<file path="src/rtl/bpm_pkg.sv">
// Shared definitions for the heart-rate path: pulse count width, ceiling and FSM states.
package bpm_pkg;

    localparam int unsigned PULSE_W   = 8;
    localparam int unsigned PULSE_MAX = 255;

    typedef enum logic {
        IDLE  = 1'b0,
        COUNT = 1'b1
    } state_e;

endpackage

</file>
<file path="src/rtl/pulse_debounce.sv">
// Synchronizes the raw sensor line, debounces it and emits a one-cycle pulse
// on each accepted rising transition.
module pulse_debounce
    import bpm_pkg::*;
#(
    parameter int unsigned SYNC_STAGES     = 2,
    parameter int unsigned DEBOUNCE_CYCLES = 16
) (
    input  logic clk,
    input  logic reset_n,
    input  logic pulse_in,
    output logic rise_o
);

    localparam int unsigned CNT_W = (DEBOUNCE_CYCLES > 1) ? $clog2(DEBOUNCE_CYCLES) : 1;

    logic [SYNC_STAGES-1:0] sync_q;
    logic [CNT_W-1:0]       cnt_q, cnt_d;
    logic                   level_q, level_d;
    logic                   rise_q, rise_d;
    logic                   sync_lvl;

    assign sync_lvl = sync_q[SYNC_STAGES-1];

    // The flip is taken on the D-th consecutive differing sample, so the
    // counter only needs to reach D-1.
    always_comb begin
        cnt_d   = '0;
        level_d = level_q;
        rise_d  = 1'b0;
        if (sync_lvl != level_q) begin
            if (cnt_q == CNT_W'(DEBOUNCE_CYCLES - 1)) begin
                level_d = sync_lvl;
                rise_d  = sync_lvl;
            end else begin
                cnt_d = cnt_q + 1'b1;
            end
        end
    end

    always_ff @(posedge clk or negedge reset_n) begin
        if (!reset_n) begin
            sync_q  <= '0;
            cnt_q   <= '0;
            level_q <= 1'b0;
            rise_q  <= 1'b0;
        end else begin
            sync_q  <= {sync_q[SYNC_STAGES-2:0], pulse_in};
            cnt_q   <= cnt_d;
            level_q <= level_d;
            rise_q  <= rise_d;
        end
    end

    assign rise_o = rise_q;

endmodule

</file>
<file path="src/rtl/heart_pulse_counter.sv">
// Counts debounced sensor pulses over back-to-back fixed windows and publishes
// a saturating 8-bit count with a one-cycle strobe at the end of each window.
module heart_pulse_counter
    import bpm_pkg::*;
#(
    parameter int unsigned TICKS_PER_SEC   = 50_000_000,
    parameter int unsigned WINDOW_SEC      = 10,
    parameter int unsigned SYNC_STAGES     = 2,
    parameter int unsigned DEBOUNCE_CYCLES = 16
) (
    input  logic               clk,
    input  logic               reset_n,
    input  logic               pulse_in,
    input  logic               enable,
    output logic [PULSE_W-1:0] pulse_count,
    output logic               count_valid,
    output logic               saturated,
    output logic               window_active
);

    localparam int unsigned WINDOW  = TICKS_PER_SEC * WINDOW_SEC;
    localparam int unsigned TIMER_W = (WINDOW > 1) ? $clog2(WINDOW) : 1;
    localparam int unsigned ACC_W   = PULSE_W + 1;

    state_e               state_q, state_d;
    logic [TIMER_W-1:0]   timer_q, timer_d;
    logic [ACC_W-1:0]     acc_q, acc_d;
    logic [PULSE_W-1:0]   count_q, count_d;
    logic                 valid_q, valid_d;
    logic                 sat_q, sat_d;
    logic                 active_q, active_d;
    logic                 rise;
    logic [ACC_W-1:0]     acc_sum;
    logic                 terminal;

    pulse_debounce #(
        .SYNC_STAGES    (SYNC_STAGES),
        .DEBOUNCE_CYCLES(DEBOUNCE_CYCLES)
    ) u_debounce (
        .clk     (clk),
        .reset_n (reset_n),
        .pulse_in(pulse_in),
        .rise_o  (rise)
    );

    assign acc_sum  = acc_q + ACC_W'(rise);
    assign terminal = (timer_q == TIMER_W'(WINDOW - 1));

    // Enable is checked before the terminal cycle so an abort always wins.
    always_comb begin
        state_d  = state_q;
        timer_d  = '0;
        acc_d    = '0;
        count_d  = count_q;
        valid_d  = 1'b0;
        sat_d    = sat_q;
        active_d = 1'b0;
        case (state_q)
            IDLE: begin
                if (enable) begin
                    state_d  = COUNT;
                    active_d = 1'b1;
                end
            end
            COUNT: begin
                if (!enable) begin
                    state_d = IDLE;
                end else begin
                    active_d = 1'b1;
                    if (terminal) begin
                        valid_d = 1'b1;
                        sat_d   = (acc_sum > ACC_W'(PULSE_MAX));
                        count_d = sat_d ? PULSE_W'(PULSE_MAX) : acc_sum[PULSE_W-1:0];
                    end else begin
                        timer_d = timer_q + 1'b1;
                        acc_d   = (acc_sum > ACC_W'(PULSE_MAX + 1)) ? ACC_W'(PULSE_MAX + 1) : acc_sum;
                    end
                end
            end
            default: state_d = IDLE;
        endcase
    end

    always_ff @(posedge clk or negedge reset_n) begin
        if (!reset_n) begin
            state_q  <= IDLE;
            timer_q  <= '0;
            acc_q    <= '0;
            count_q  <= '0;
            valid_q  <= 1'b0;
            sat_q    <= 1'b0;
            active_q <= 1'b0;
        end else begin
            state_q  <= state_d;
            timer_q  <= timer_d;
            acc_q    <= acc_d;
            count_q  <= count_d;
            valid_q  <= valid_d;
            sat_q    <= sat_d;
            active_q <= active_d;
        end
    end

    assign pulse_count   = count_q;
    assign count_valid   = valid_q;
    assign saturated     = sat_q;
    assign window_active = active_q;

endmodule
</file>
<file path="config.mk">
export PLATFORM = sky130hd
export DESIGN_NAME = heart_pulse_counter
export DESIGN_NICKNAME = d
export VERILOG_FILES = /design/src/rtl/bpm_pkg.sv /design/src/rtl/pulse_debounce.sv /design/src/rtl/heart_pulse_counter.sv
export SDC_FILE = /design/constraint.sdc
export NUM_CORES = 1
export LEC_CHECK = 0
export ABC_CLOCK_PERIOD_IN_PS = 4600
export CORE_UTILIZATION = 35
export CTS_CLUSTER_SIZE = 14
export DETAILED_ROUTE_END_ITERATION = 6
export PLACE_DENSITY = 0.49
export SETUP_SLACK_MARGIN = 0.3
export SYNTH_ARGS = -nofsm -noshare
export SYNTH_HDL_FRONTEND = slang
export SYNTH_SLANG_ARGS = --single-unit
export TNS_END_PERCENT = 10
</file>
<file path="constraint.sdc">
create_clock -name clk -period 4.6 [get_ports clk]
set_clock_uncertainty 0.15 [all_clocks]
set_input_delay 0.92 -clock clk [delete_from_list [all_inputs] [get_ports clk]]
set_output_delay 0.92 -clock clk [all_outputs]
set_load 0.02 [all_outputs]
</file>
== Word-level counts from Yosys, hierarchy flattened ==
Cells that the tools add are included.
Operators by class
  $add $sub $neg: 3
  $lt $le $gt $ge: 2
  equality and inequality tests: 3
  multiplexer cells: 16
  reductions and logical operators: 2
Operators with widths (count)
  29-bit two-way mux: 3
  9-bit two-way mux: 4
  29-bit by 1-bit adder with 29-bit output (second input constant): 1
  29-bit == test (second input constant): 1
  9-bit by 1-bit adder with 9-bit output: 1
  9-bit by 8-bit > comparator with 1-bit output (second input constant): 1
  9-bit > comparator (second input constant): 1
  4-bit two-way mux: 2
  8-bit two-way mux: 1
  1-bit two-way mux: 6
  4-bit by 1-bit adder with 4-bit output (second input constant): 1
  4-bit == test (second input constant): 1
  3-bit AND reduction: 1
  2-bit AND reduction: 1
  1-bit != test: 1
Word-level totals
  register bits: 57

== Logic depth before layout (Yosys ltp) ==
  word-level depth: 6
  depth in mapped cells: 7
  depth with buffers taken out: 7

== By module ==
From an unflattened synthesis, not the netlist that was laid out.
Second synthesis, totals
  cell total of the unflattened synthesis: 294
  area, all modules: 2925.3 um^2
By module, submodules not included
  heart_pulse_counter: times used 1, cells each 272, area an instance 2612.5 um^2, seq. area each 1226.2 um^2
  pulse_debounce: times used 1, cells each 22, area an instance 312.8 um^2, seq. area each 200.2 um^2

== Least setup slack after synthesis ==
No wires, ideal clock.
  path kind: register to register
  start: register timer_q[21]
  end: register count_q[0] (netlist: pulse_count[0])
  setup time: 125 ps
  arrival: 2028 ps
  required time: 4325 ps
  slack: 2296 ps
  cell stages (with the launch flop): 7
  buffers on the path: 1
  path through: dfrtp_1 or4b_4 nor4_4 nand2_2 or3_1 buf_6 mux2_4
On the way
  cells in the longest elaborated chain, start to end: 2
RTL lines
  from (decl): RTL line heart_pulse_counter.sv:26  | logic [TIMER_W-1:0] timer_q, timer_d;
  from (signal assigned): RTL line heart_pulse_counter.sv:95  | timer_q <= timer_d;
  29-bit == test: RTL line heart_pulse_counter.sv:47  | assign terminal = (timer_q == TIMER_W'(WINDOW - 1));
  3-bit AND reduction (no line)
  to (signal assigned): RTL line heart_pulse_counter.sv:97  | count_q <= count_d;
  to (decl): RTL line heart_pulse_counter.sv:28  | logic [PULSE_W-1:0] count_q, count_d;
No other way between the ends.
A chain may end at the register's enable or synchronous reset.

== Worst setup path in the final report ==
  start: register timer_q[21]
  end: register count_q[3] (netlist: pulse_count[3])
The elaborated chain is that of the path after synthesis.

==> run metrics <==
Die H 91.57 um; Post-synth top flop dfrtp_1; grt ovf 0; clock sink count 57; Synth top area share between 50% and 60%; Power Density between 200 and 300 nW/um^2; synthesis warning total 0; starting density of the core 36.33%; Clock Power Share 42.5%; first-pass GRT wire length 9321 um; Vias 1924; Hold Path Class reg -> reg; period utilization 56.42%; minimum clock period around 2600 ps; Worst Reg2Reg Path Length in Cells 5; Clock Path Buffers 2; leading post-synthesis cells by cell area dfrtp_1 (51%), xnor2_1 (5.9%), nor2_1 (4.8%), xor2_1 (4.4%), mux2_4 (4.3%); DR vias/cell between 4 and 5; Tot Pwr ~930 uW; Post-synth EDFFs 0; Seq/Total Area, Yosys 50.80%; FFs w/ async S/R, synth 100.0%; Pleak between 1 and 1.5 nW; Hold WS 198.5 ps; DR WL/cell roughly 13 um; Residual DRC 0; Reg power frac 54.7%; Port Buffer Count 14; DRT Pass-1 Iters 4; CTS resizes 0; Slew @ Worst Pin 892.9 ps; post-synthesis cell count around 270; Crit Path Max Fanout 10; Setup crit start timer_q[21]$_DFF_PN0_; worst rel slew slack approximately two fifths; GRT Util Overall 14.38%; CTS buffer count 9; P_sw 212.4 uW; Req. time, crit path about 4700 ps; number of antenna violations at the first check in global routing 0; RSZ-0062 raised after global routing no; status finished, final reports clean; Internal 718.3 uW; critical path capture point type flop; Rows 32; core area 7727 um^2; hold path depth 0; Initial DRC Count 62; crit path kind reg -> reg; worst skew pair latency 330 ps; Root Buffer clkbuf_8; final HPWL from detailed placement 3686 um; CTS tree yes; Synth Register Bits 57; Combinational Power Share under 10%; Max-cap violations 0; clk slew on worst S/H paths 60 ps; cell taking the most area after synthesis dfrtp_1; setup bufs post-CTS 0; Distinct cells, synth 44; TNS Setup 0 ps; syn_nets between 200 and 300; switching share of power 22.82%; layout cells sized above 1 10.85%; f_max 0.3853 GHz; post-layout util about two fifths; Hold Startpoint u_debounce.sync_q[0]$_DFF_PN0_; Setup crit start kind flop; crit path DAT approximately 2700 ps; gpl congestion ~0.75; Hold Violations, Final 0; syn avg cell area 10.32 um^2; Diodes inserted 0; # setup viols final 0; worst reg2reg startpoint timer_q[21]$_DFF_PN0_; max-slew violations 0; Die Area 8384 um^2; fin nets 300; maximum vdd drop 104.7 uV; largest net degree at the start of global routing 36; Final ANT Viol Nets 0; CTS Hold Bufs 0; Area Growth Syn to Fin 14.22%; placed instance area 3044 um^2; Die Width roughly 90 um; CTS H-Tree Depth 3; Top Ports 15; routed wire length between 5000 and 6000 um; vias in the first global route 1909; post-synthesis cell area between 2000 and 3000 um^2; final instance area 3207 um^2
[logic make-up after synthesis]
group           count (synthesis)  share of synthesized area, %
compound gates                 20                         4.234
xor+xnor                       33                         10.29
fa+ha+maj                       5                         2.228
buf+inv                        15                         2.273
flops                          57                         50.80
mux                            11                         5.392
simple gates                  131                         24.78
[flip-flops by register name, summed over array words and instances, names as in the netlist, 2 cells and up]
register and cells:
acc_q 9, pulse_count 8, timer_q 29, u_debounce.cnt_q 4
u_debounce.sync_q 2
[Yosys cell counts, types with 2 or more instances]
library cell / number
nor3b_1: 4
xor2_1: 14
clkbuf_1: 6
a31oi_1: 3
nand3_1: 15
mux2_4: 8
nor3_1: 15
mux2i_1: 2
nand4b_1: 2
nand2b_1: 3
xnor2_1: 19
dfrtp_1: 57
ha_1: 5
inv_1: 7
nor4_1: 2
o21ai_0: 3
or3_1: 3
or4_1: 2
nor2b_1: 3
nor2_1: 36
a21oi_1: 8
nand2_1: 21
and2_1: 3
and3_1: 2
nand4_1: 10
[path summary, 6_finish.rpt]
kind | endpoint | slack [ps]
worst max-delay path | pulse_count[3]$_DFFE_PN0P_ | 2000
worst min-delay path | u_debounce.sync_q[1]$_DFF_PN0_ | 200
worst max register to register | pulse_count[3]$_DFFE_PN0P_ | 2000
worst min register to register | u_debounce.sync_q[1]$_DFF_PN0_ | 200
max in group asynchronous | u_debounce.sync_q[0]$_DFF_PN0_ | 3070
min in group asynchronous | timer_q[12]$_DFF_PN0_ | 410
[stage by stage]
stage	worst slack [ps]	instances
global placement	1771	382
floorplan	2296	272
CTS	1988	397
detailed placement	1741	382
finish	2005	397
global route	1842	397
[critical path, cell delays in order (launching register included)]
cell	delay (ps)
dfrtp_1	410
or4b_4	560
nor4_4	300
nand2_2	80
or3_1	580
mux2_4	390
[power by group through the flow]
stage          registers (mW)  clock network (mW)  logic [mW]
2_1_floorplan           0.518                   0      0.0106
3_3_place_gp            0.518                   0      0.0279
3_5_place_dp            0.518                   0      0.0280
4_1_cts                 0.509               0.414      0.0280
5_1_grt                 0.509               0.442      0.0310
6_report                0.509               0.395      0.0261
[area by class of cell]
| type | instances | area [um^2] |
|---|---|---|
| Fill cell | 755 | 4521 |
| Sequential cell | 57 | 1426 |
| Multi-Input combinational cell | 200 | 1318 |
| Clock buffer | 12 | 145.1 |
| Timing Repair Buffer | 15 | 142.6 |
| Tap cell | 102 | 127.6 |
| Inverter | 8 | 30.03 |
| Clock inverter | 3 | 17.52 |
[metal layers]
layer	vias to the layer above	track usage, %	wire [um]
met5	-	0	0
met2	23	20.61	2252
li1	980	-	-
met3	9	3.099	125
met4	0	7.143	106
met1	912	20.35	2855
[cell usage in the layout (no fill, tap or decap), types with 2 or more instances in the layout]
cell	netlist	layout
nor2_1	36	36
and3_1	2	2
dfrtp_1	57	57
xnor2_1	19	19
o21ai_0	3	3
clkbuf_1	6	2
ha_1	5	5
clkdlybuf4s50_1	0	13
mux2_4	8	8
clkbuf_8	0	10
nor3b_1	4	4
nor2b_1	3	3
inv_1	7	7
mux2i_1	2	2
nor4_1	2	2
or3_1	3	3
nand2_1	21	21
clkinv_2	0	2
xor2_1	14	14
nand4b_1	2	2
a31oi_1	3	3
nor3_1	15	15
nand3_1	15	15
a21oi_1	8	8
nand4_1	10	10
and2_1	3	3
nand2b_1	3	3
or4_1	2	2
Power figures use the tool's default switching activity.
